<file path="src/rtl/bp_defs.sv">
// Shared definitions for the branch predictor: 2-bit direction counter
// encodings, the counter values used on allocation and reset, and helpers
// that derive the BTB index and tag widths from the top-level parameters.
package bp_defs;

  typedef logic [1:0] ctr_t;

  localparam ctr_t CTR_SNT = 2'b00;  // strong not-taken
  localparam ctr_t CTR_WNT = 2'b01;  // weak not-taken
  localparam ctr_t CTR_WT  = 2'b10;  // weak taken
  localparam ctr_t CTR_ST  = 2'b11;  // strong taken

  // Counter written when a taken branch / jump is allocated, and after reset.
  localparam ctr_t ALLOC_CTR_BRANCH = CTR_WT;
  localparam ctr_t ALLOC_CTR_JUMP   = CTR_ST;
  localparam ctr_t RESET_CTR        = CTR_WNT;

  function automatic int unsigned idx_w(input int unsigned entries);
    return $clog2(entries);
  endfunction

  // PC bits [1:0] are ignored, so the tag is whatever sits above the index.
  function automatic int unsigned tag_w(input int unsigned width, input int unsigned entries);
    return width - $clog2(entries) - 2;
  endfunction

  // Increment that sticks at all-ones.
  function automatic logic [31:0] sat_inc32(input logic [31:0] val);
    return (val == 32'hFFFF_FFFF) ? val : val + 32'd1;
  endfunction

endpackage

</file>
<file path="src/rtl/branch_predictor_if.sv">
// Fetch-side lookup and resolve-side training signals of the branch predictor.
//   pc / pred_hit / pred_taken / pred_npc        : combinational lookup
//   upd_valid / upd_pc / upd_jump / upd_taken /
//   upd_target / upd_mispred                     : one-cycle training port
//   flush_all                                    : synchronous invalidate-all
//   stat_lookups / stat_updates / stat_mispred   : only with BP_STATS_EN
// master = pipeline side, slave = predictor side.
interface branch_predictor_if #(
  parameter int unsigned WIDTH = 32
);
  logic [WIDTH-1:0] pc;
  logic             pred_hit;
  logic             pred_taken;
  logic [WIDTH-1:0] pred_npc;
  logic             upd_valid;
  logic [WIDTH-1:0] upd_pc;
  logic             upd_jump;
  logic             upd_taken;
  logic [WIDTH-1:0] upd_target;
  logic             upd_mispred;
  logic             flush_all;
`ifdef BP_STATS_EN
  logic [31:0]      stat_lookups;
  logic [31:0]      stat_updates;
  logic [31:0]      stat_mispred;

  modport master (
    output pc, upd_valid, upd_pc, upd_jump, upd_taken, upd_target, upd_mispred, flush_all,
    input  pred_hit, pred_taken, pred_npc, stat_lookups, stat_updates, stat_mispred
  );
  modport slave (
    input  pc, upd_valid, upd_pc, upd_jump, upd_taken, upd_target, upd_mispred, flush_all,
    output pred_hit, pred_taken, pred_npc, stat_lookups, stat_updates, stat_mispred
  );
`else
  modport master (
    output pc, upd_valid, upd_pc, upd_jump, upd_taken, upd_target, upd_mispred, flush_all,
    input  pred_hit, pred_taken, pred_npc
  );
  modport slave (
    input  pc, upd_valid, upd_pc, upd_jump, upd_taken, upd_target, upd_mispred, flush_all,
    output pred_hit, pred_taken, pred_npc
  );
`endif
endinterface

</file>
<file path="src/rtl/sat_ctr2.sv">
// Next-state logic of a 2-bit saturating direction counter.
//   cur      : current counter value
//   taken    : step toward taken (1) or not-taken (0)
//   force_st : jump, counter goes straight to strong-taken
//   nxt      : next counter value
module sat_ctr2
  import bp_defs::*;
(
  input  ctr_t cur,
  input  logic taken,
  input  logic force_st,
  output ctr_t nxt
);

  always_comb begin
    nxt = cur;
    if (force_st) begin
      nxt = CTR_ST;
    end else if (taken) begin
      if (cur != CTR_ST) nxt = cur + 2'b01;
    end else begin
      if (cur != CTR_SNT) nxt = cur - 2'b01;
    end
  end

endmodule

</file>
<file path="src/rtl/branch_predictor.sv">
// Direct-mapped BTB with per-entry 2-bit direction counters. Lookup is
// combinational from the entry registers; training writes at the clock edge.
//   clk : rising-edge clock
//   rst : asynchronous active-low reset
//   bus : branch_predictor_if slave (lookup, training, flush, optional stats)
// Optional feature: define BP_STATS_EN for the stat_* counters.
module branch_predictor
  import bp_defs::*;
#(
  parameter int unsigned WIDTH   = 32,
  parameter int unsigned ENTRIES = 16
) (
  input logic               clk,
  input logic               rst,
  branch_predictor_if.slave bus
);

  localparam int unsigned IDX_W = idx_w(ENTRIES);
  localparam int unsigned TAG_W = tag_w(WIDTH, ENTRIES);

  logic             valid_q  [ENTRIES];
  logic [TAG_W-1:0] tag_q    [ENTRIES];
  logic [WIDTH-1:0] target_q [ENTRIES];
  logic             jump_q   [ENTRIES];
  ctr_t             ctr_q    [ENTRIES];

  // Lookup
  logic [IDX_W-1:0] lk_idx;
  logic [TAG_W-1:0] lk_tag;
  logic             lk_hit;
  logic             lk_taken;

  assign lk_idx   = bus.pc[IDX_W+1:2];
  assign lk_tag   = bus.pc[WIDTH-1:IDX_W+2];
  assign lk_hit   = valid_q[lk_idx] && (tag_q[lk_idx] == lk_tag);
  assign lk_taken = lk_hit && (jump_q[lk_idx] || ctr_q[lk_idx][1]);

  assign bus.pred_hit   = lk_hit;
  assign bus.pred_taken = lk_taken;
  assign bus.pred_npc   = lk_taken ? target_q[lk_idx] : bus.pc + WIDTH'(4);

  // Training
  logic [IDX_W-1:0] up_idx;
  logic [TAG_W-1:0] up_tag;
  logic             up_hit;
  ctr_t             up_ctr_nxt;

  assign up_idx = bus.upd_pc[IDX_W+1:2];
  assign up_tag = bus.upd_pc[WIDTH-1:IDX_W+2];
  assign up_hit = valid_q[up_idx] && (tag_q[up_idx] == up_tag);

  sat_ctr2 u_sat_ctr2 (
    .cur      (ctr_q[up_idx]),
    .taken    (bus.upd_taken),
    .force_st (bus.upd_jump),
    .nxt      (up_ctr_nxt)
  );

  always_ff @(posedge clk or negedge rst) begin
    if (!rst) begin
      for (int unsigned i = 0; i < ENTRIES; i++) begin
        valid_q[i]  <= 1'b0;
        tag_q[i]    <= '0;
        target_q[i] <= '0;
        jump_q[i]   <= 1'b0;
        ctr_q[i]    <= RESET_CTR;
      end
    end else if (bus.flush_all) begin
      // Flush wins over a same-cycle update, which is dropped.
      for (int unsigned i = 0; i < ENTRIES; i++) begin
        valid_q[i] <= 1'b0;
      end
    end else if (bus.upd_valid) begin
      if (up_hit) begin
        ctr_q[up_idx] <= up_ctr_nxt;
        if (bus.upd_taken) target_q[up_idx] <= bus.upd_target;
      end else if (bus.upd_taken) begin
        // Not-taken misses are never allocated.
        valid_q[up_idx]  <= 1'b1;
        tag_q[up_idx]    <= up_tag;
        target_q[up_idx] <= bus.upd_target;
        jump_q[up_idx]   <= bus.upd_jump;
        ctr_q[up_idx]    <= bus.upd_jump ? ALLOC_CTR_JUMP : ALLOC_CTR_BRANCH;
      end
    end
  end

  logic unused_pc_lsbs;
  assign unused_pc_lsbs = ^{bus.pc[1:0], bus.upd_pc[1:0]};

`ifdef BP_STATS_EN
  logic [31:0] lookups_q, updates_q, mispred_q;

  always_ff @(posedge clk or negedge rst) begin
    if (!rst) begin
      lookups_q <= '0;
      updates_q <= '0;
      mispred_q <= '0;
    end else if (bus.flush_all) begin
      lookups_q <= '0;
      updates_q <= '0;
      mispred_q <= '0;
    end else begin
      lookups_q <= sat_inc32(lookups_q);
      if (bus.upd_valid) updates_q <= sat_inc32(updates_q);
      if (bus.upd_valid && bus.upd_mispred) mispred_q <= sat_inc32(mispred_q);
    end
  end

  assign bus.stat_lookups = lookups_q;
  assign bus.stat_updates = updates_q;
  assign bus.stat_mispred = mispred_q;
`else
  // Mispredict reporting only feeds the statistics.
  logic unused_mispred;
  assign unused_mispred = bus.upd_mispred;
`endif

endmodule

</file>
<file path="src/flat_wrapper.sv">
// flat-port wrapper written by rule: the top's interface ports become plain ports
module branch_predictor_flat import bp_defs::*;
#(
  parameter int unsigned WIDTH   = 32,
  parameter int unsigned ENTRIES = 16
)
  (clk, rst, bus_pc, bus_upd_valid, bus_upd_pc, bus_upd_jump, bus_upd_taken, bus_upd_target, bus_upd_mispred, bus_flush_all, bus_pred_hit, bus_pred_taken, bus_pred_npc);
  branch_predictor_if #(.WIDTH(WIDTH)) bus_i ();
  input logic clk;
  input logic rst;
  input wire logic [$bits(bus_i.pc)-1:0] bus_pc;
  input wire logic [$bits(bus_i.upd_valid)-1:0] bus_upd_valid;
  input wire logic [$bits(bus_i.upd_pc)-1:0] bus_upd_pc;
  input wire logic [$bits(bus_i.upd_jump)-1:0] bus_upd_jump;
  input wire logic [$bits(bus_i.upd_taken)-1:0] bus_upd_taken;
  input wire logic [$bits(bus_i.upd_target)-1:0] bus_upd_target;
  input wire logic [$bits(bus_i.upd_mispred)-1:0] bus_upd_mispred;
  input wire logic [$bits(bus_i.flush_all)-1:0] bus_flush_all;
  output wire logic [$bits(bus_i.pred_hit)-1:0] bus_pred_hit;
  output wire logic [$bits(bus_i.pred_taken)-1:0] bus_pred_taken;
  output wire logic [$bits(bus_i.pred_npc)-1:0] bus_pred_npc;
  assign bus_i.pc = bus_pc;
  assign bus_i.upd_valid = bus_upd_valid;
  assign bus_i.upd_pc = bus_upd_pc;
  assign bus_i.upd_jump = bus_upd_jump;
  assign bus_i.upd_taken = bus_upd_taken;
  assign bus_i.upd_target = bus_upd_target;
  assign bus_i.upd_mispred = bus_upd_mispred;
  assign bus_i.flush_all = bus_flush_all;
  assign bus_pred_hit = bus_i.pred_hit;
  assign bus_pred_taken = bus_i.pred_taken;
  assign bus_pred_npc = bus_i.pred_npc;
  branch_predictor #(.WIDTH(WIDTH), .ENTRIES(ENTRIES)) u_core (.clk(clk), .rst(rst), .bus(bus_i));
endmodule
</file>
<file path="config.mk">
export PLATFORM = sky130hd
export DESIGN_NAME = branch_predictor_flat
export DESIGN_NICKNAME = d
export VERILOG_FILES = /design/src/rtl/bp_defs.sv /design/src/rtl/branch_predictor_if.sv /design/src/rtl/sat_ctr2.sv /design/src/rtl/branch_predictor.sv /design/src/flat_wrapper.sv
export SDC_FILE = /design/constraint.sdc
export NUM_CORES = 2
export LEC_CHECK = 0
export CORE_UTILIZATION = 40
export CTS_CLUSTER_DIAMETER = 50
export DETAILED_ROUTE_END_ITERATION = 8
export PLACE_DENSITY_LB_ADDON = 0.1
export SYNTH_ARGS = -nofsm -noshare
export SYNTH_HDL_FRONTEND = slang
export SYNTH_SLANG_ARGS = --single-unit
</file>
<file path="constraint.sdc">
create_clock -name clk -period 3.9 [get_ports clk]
set_input_delay 0.585 -clock clk [delete_from_list [all_inputs] [get_ports clk]]
set_output_delay 0.585 -clock clk [all_outputs]
set_load 0.005 [all_outputs]
</file>
Word level (Yosys, flattened, before mapping)
Index checks and enable logic that the tools add are counted.

Register bits after elaboration: 992. Logic and storage cells: 157.

Add/sub/neg operators: 3. Bitwise operators: 5. Eq/ne operators: 4. Reduce and logical (&&, ||, !) cells: 13. Magnitude comparators: 3. Multiplexer cells: 49.

Operators by type and width (number): $bwmux 512 (1); $bwmux 416 (1); $bmux 26 s4 (2); $mux 32 (6); $mux 26 (5); $bmux 32 s4 (1); $demux 32 s4 (1); $demux 26 s4 (1); $bwmux 32 (2); $mux 16 (4); $eq 26x26->1 (2); $add 32x3->32 const B (1); $mux 2 (9); $bmux 2 s4 (2); $bwmux 16 (1); $or 16x16->16 (1); $bmux 1 s4 (3); $ge 5x5->1 const B (2); $not 4->5 (2); $reduce_and 3->1 (3); $demux 2 s4 (1); $mux 1 (8); $reduce_bool 2->1 (4); $lt 5x1->1 const B (1); other kinds (8) (13).

Longest topological paths before layout
Depth in word-level cells: 10. Depth in mapped cells: 15. Gate-level depth less buffers: 10.

Cells and area by module
A second synthesis with hierarchy kept.

Cell total of the unflattened synthesis: 3393. Area, all modules: 50948.9 sq um.

By module, submodules not included: branch_predictor (cells each 3386, area each 50912.6 sq um, instances 1); sat_ctr2 (cells each 7, area each 36.3 sq um, instances 1).

Least setup slack after synthesis
No wires, ideal clock.

Path kind: in2out. Start: input bus_pc[2]. End: output bus_pred_npc[0]. Stages on the path: 9. Arrival: 3.595 ns. Data required time: 3.315 ns. Path slack: -0.280 ns. Cell sequence: clkbuf_1 buf_2 buf_2 buf_2 buf_2 buf_1 mux4_2 mux4_2 mux2_2.

Cells in the longest elaborated chain, start to end: 8. Elaborated cells between the ends (all ways): 21. Those cells by class: eq/ne: 1; mux: 16; bitwise: 1; reduce/logical: 3.

RTL lines: from (decl) (line flat_wrapper.sv:11) `input wire logic [$bits(bus_i.pc)-1:0] bus_pc;`; $not 4->5 (implied by the code) * (line branch_predictor.sv:35, branch_predictor.sv:36, branch_predictor.sv:40); $bmux 26 s4 (line branch_predictor.sv:35) `assign lk_hit = valid_q[lk_idx] && (tag_q[lk_idx] == lk_tag);`; $mux 26 (implied by the code) (2 in series) (line branch_predictor.sv:35); $eq 26x26->1 (line branch_predictor.sv:35); $logic_and 1x1->1 (line branch_predictor.sv:35); $logic_and 1x1->1 (line branch_predictor.sv:36) `assign lk_taken = lk_hit && (jump_q[lk_idx] || ctr_q[lk_idx][1]);`; $mux 32 * (line branch_predictor.sv:40) `assign bus.pred_npc = lk_taken ? target_q[lk_idx] : bus.pc + WIDTH'(4);`; to (decl) (line flat_wrapper.sv:21) `output wire logic [$bits(bus_i.pred_npc)-1:0] bus_pred_npc;`.

Every way passes the cells marked *; elsewhere a longest branch is shown, timed or not. The select of a mux whose other input is x is not followed.

Worst setup path after layout
Start: register u_core.tag_q[408] (netlist bit). End: output bus_pred_hit.

Cells in the longest elaborated chain, start to end: 5.

RTL lines: from (decl) (line branch_predictor.sv:22) `logic [TAG_W-1:0] tag_q [ENTRIES];`; from (signal, indexed assignment) (line branch_predictor.sv:80) `tag_q[up_idx] <= up_tag;`; $bmux 26 s4 (line branch_predictor.sv:35); $mux 26 (implied by the code) (2 in series) (line branch_predictor.sv:35); $eq 26x26->1 (line branch_predictor.sv:35); $logic_and 1x1->1 (line branch_predictor.sv:35); to (decl) (line flat_wrapper.sv:19) `output wire logic [$bits(bus_i.pred_hit)-1:0] bus_pred_hit;`.

No other way between the ends. The select of a mux whose other input is x is not followed.

==> impl_results.md <==
- Via count of the first global-routing pass: 35.3k
- Cell internal power dissipation: 0.0222 W
- I/O Buffers: 133
- Share of power burned in registers: 0.419
- Ratio of total power to cell area: 482 nW/um2
- Io pins: 137
- Max incr delay on CP: 0.46 ns
- Number of remaining DRC errors: 6
- Net Sw Frac: 0.261
- Leading cell type by number of instances after synthesis: sky130_fd_sc_hd__mux2_2
- Top FF cell, synth: sky130_fd_sc_hd__dfrtp_1
- Die height: 356 um
- Global-route wire length before repair: 243000 um
- Fmax: 207 MHz
- Combinational fraction of design power: 0.156
- Violations in the final reports: DRC, setup timing
- Post-synth top cells: sky130_fd_sc_hd__mux2_2, sky130_fd_sc_hd__dfrtp_1, sky130_fd_sc_hd__mux4_2
- Clock share of power: 0.425
- Number of distinct library cell variants in the gate-level netlist after synthesis: 67
- Register-to-Register Setup Slack: 0.13 ns
- Avg Inst Size Synth: 15.1 um2
- Max IR drop VDD: 0.000442 V
- Cell occurring most often along the worst timing path: sky130_fd_sc_hd__buf_6
- Aggregate global routing overflow: 0
- Worst slew margin: 0.422
- Pin count of the biggest net entering global routing: 120
- Top Family by Delay on Critical Path: buffers and inverters
- Inserted Clock Buffers: 140
- Clock transition at path regs: 0.05 ns
- Kind of start point of the critical path: flip-flop
- Number of placement rows: 129
- Smallest setup slack after layout: -0.919 ns
- Count of mapped cells out of synthesis: 3316
- Count of final max-slew check failures: 0
- DP Wirelength: 105000 um
- Die area: 127000 um2
- Initial antenna violation count: 14
- Cells traversed along the worst timing path: mux4_2, nor2b_4, a211oi_2, a21oi_2, xnor2_1, buf_4, nand4_1, a2111oi_4, buf_4, buf_4, buf_6, buf_6, buf_6, buf_6, buf_6, buf_6, buf_6, buf_6, buf_6, and3_4, buf_6
- Top cell type's share of synthesized area: 0.487
- YS warnings: 0
- Largest fanout on the critical path: 3
- Net Count, Synth: 3420
- Kind of critical path: reg -> out
- Run status: finished with violations
- Final Skew: 0.0235 ns
- Fraction of final layout cells with drive strength greater than 1: 0.561
- Detail Route Antenna Nets: 0
- Post-synth top area cell: sky130_fd_sc_hd__dfrtp_1
- Weighted congestion at the end of routability-driven global placement: 0.872
- Post-route setup TNS: -28.06 ns
- Leakage Power: 28.3 nW
- Post-Synthesis Cell Area: 50200 um2
- Fin crit share: 1.24
- Critical path buffer and inverter count: 13
- Via Count: 32.2k
- Count of flip-flops with a built-in enable after synthesis: 0
- Total of flip-flops plus latches after synthesis: 992
- Hold Path Class: in -> async
- Cell chosen for the clock root: sky130_fd_sc_hd__clkbuf_16
- Detail-routed via count per cell: 5.82
- Compound-gate portion of the synthesized area: 0.0264
- Number of violations of the max-capacitance limit: 0
- Num Clock Sinks: 992
- Fin. Hold Viols: 0
- Worst Max-Slew Pin Slew: 0.866 ns
- Clock tree from TritonCTS: yes
- DIE WIDTH: 356 um
- H-tree level count: 4
- Period minus WS final: 4.82 ns
- Final routed wire length divided by cell count: 29.4 um
- Ranking of synthesized cells by area: sky130_fd_sc_hd__dfrtp_1, sky130_fd_sc_hd__mux2_2, sky130_fd_sc_hd__mux4_2, sky130_fd_sc_hd__mux2i_1, sky130_fd_sc_hd__clkbuf_1
- Floorplan Core Area: 124000 um2
- Area growth from synthesis to layout: 24.0%
- Combinational family with the most area after synthesis: multiplexers
- Effective utilization at floorplan: 0.404
- Total length of routed wires: 163000 um
- Post-placement worst setup slack: -1.22 ns
- Clock latency on the worst-skew pair: 0.77 ns
- Maximum count of clock buffers along a single path: 3
- Drt pass-1 iters: 9
- Async set or reset register ratio after synthesis: 1.00
- Mux cell area share after synthesis: 0.404
- Setup-failing EPs final: 34
- Synth Area in Adders: 0.000648
- Xor and xnor area share after synthesis: 0.0159
- Global-route usage over all layers: 0.262
- Simple-gate portion of the synthesized area: 0.0269
- Type of destination of the critical path: output port
- Portion of the post-synthesis area used by sequential elements: 0.495
- Initial drt markers: 2312
- Library cell contributing the largest single delay on the critical path: sky130_fd_sc_hd__mux4_2
- Arrival time at the worst endpoint: 4.23 ns
- Required arrival time at the worst endpoint: 3.31 ns
- # nets final: 3884
- Unrepaired setup endpoints after global routing: true
- Power dissipated by switching net loads: 0.00782 W
[per-stage QoR]
stage / hold slack (ns) / util / cell area, um2 / power, W / cells
after floorplan: 0.289 / - / 50300 / 0.0154 / 3316
after global placement: 0.456 / 0.457 / 56700 / 0.0171 / 5237
after detailed placement: 0.470 / 0.457 / 56700 / 0.0174 / 5237
after CTS: 0.424 / 0.501 / 62200 / 0.0303 / 5534
after global routing: 0.476 / 0.501 / 62200 / 0.0312 / 5536
final: 0.457 / 0.501 / 62200 / 0.0300 / 5538
[state kept, by name, indices dropped and copies added (netlist names)]
name	cells
u_core.ctr_q	32
u_core.tag_q	416
u_core.target_q	512
u_core.jump_q	16
u_core.valid_q	16
[worst paths after layout]
path,start,end,depth (start not counted)
worst max register to register,u_core.tag_q[385],u_core.ctr_q[21],13
worst min-delay path,rst,u_core.tag_q[370],2
min in group clk,u_core.ctr_q[24],u_core.ctr_q[24],2
worst max-delay path,u_core.tag_q[408],bus_pred_hit,21
max in group asynchronous,rst,u_core.target_q[378],3
worst min register to register,u_core.ctr_q[24],u_core.ctr_q[24],2
[layer usage]
metal  track usage  share of wire  wire (um)  vias up
met2         0.427           0.49      78900      915
met3        0.0486          0.050       8140      293
met5             0        0.00050         82        -
met1         0.349           0.43      69700    17511
met4        0.0982          0.036       5900       14
li1              -              -          -    13489
[what timing repair did]
action                                 in CTS  in global routing
hold buffers                                1                  0
endpoints found under the hold margin      50                  0
pin swaps                                   5                  0
gates cloned                                4                  0
setup endpoints to repair                  34                138
buffers inserted                           33                  3
resized for setup                         248                  9
[final cells by class]
class	instances	area [um2]
clock inverter	71	769
tap	1637	2050
timing repair buffer	631	6410
multi-input combinational	1996	24100
antenna	3	7.51
inverter	19	71.3
sequential	992	24800
clock buffer	189	3960
fill	10490	61900
[logic make-up (layout without fill, tap and decap cells)]
| kind of cell | after synthesis | after routing |
|---|---|---|
| compound gates | 178 | 178 |
| xor+xnor | 91 | 91 |
| fa+ha+maj | 3 | 3 |
| buf+inv | 328 | 910 |
| flops | 992 | 992 |
| mux | 1463 | 1463 |
| other cells | 0 | 3 |
| simple gates | 261 | 261 |
[power by group through the flow]
stage | logic (W) | clock network [W] | registers, W
after detailed placement | 0.00467 | 0 | 0.0127
after global routing | 0.00503 | 0.0135 | 0.0127
final | 0.00468 | 0.0128 | 0.0126
after global placement | 0.00453 | 0 | 0.0126
after floorplan | 0.00306 | 0 | 0.0123
after CTS | 0.00473 | 0.0130 | 0.0125
[layout by cell type (no fill, tap or decap), drive strengths merged, types with 28 or more instances in the layout]
master            n
a21oi            46
mux2i           108
inv              32
mux4            348
xor2             32
dfrtp           976
nor2b            35
buf             539
xnor2            59
clkdlybuf4s50    90
clkbuf          190
clkinv           28
nor2             74
nand2            57
mux2           1007
No activity file was read; power rests on OpenSTA's default activity.
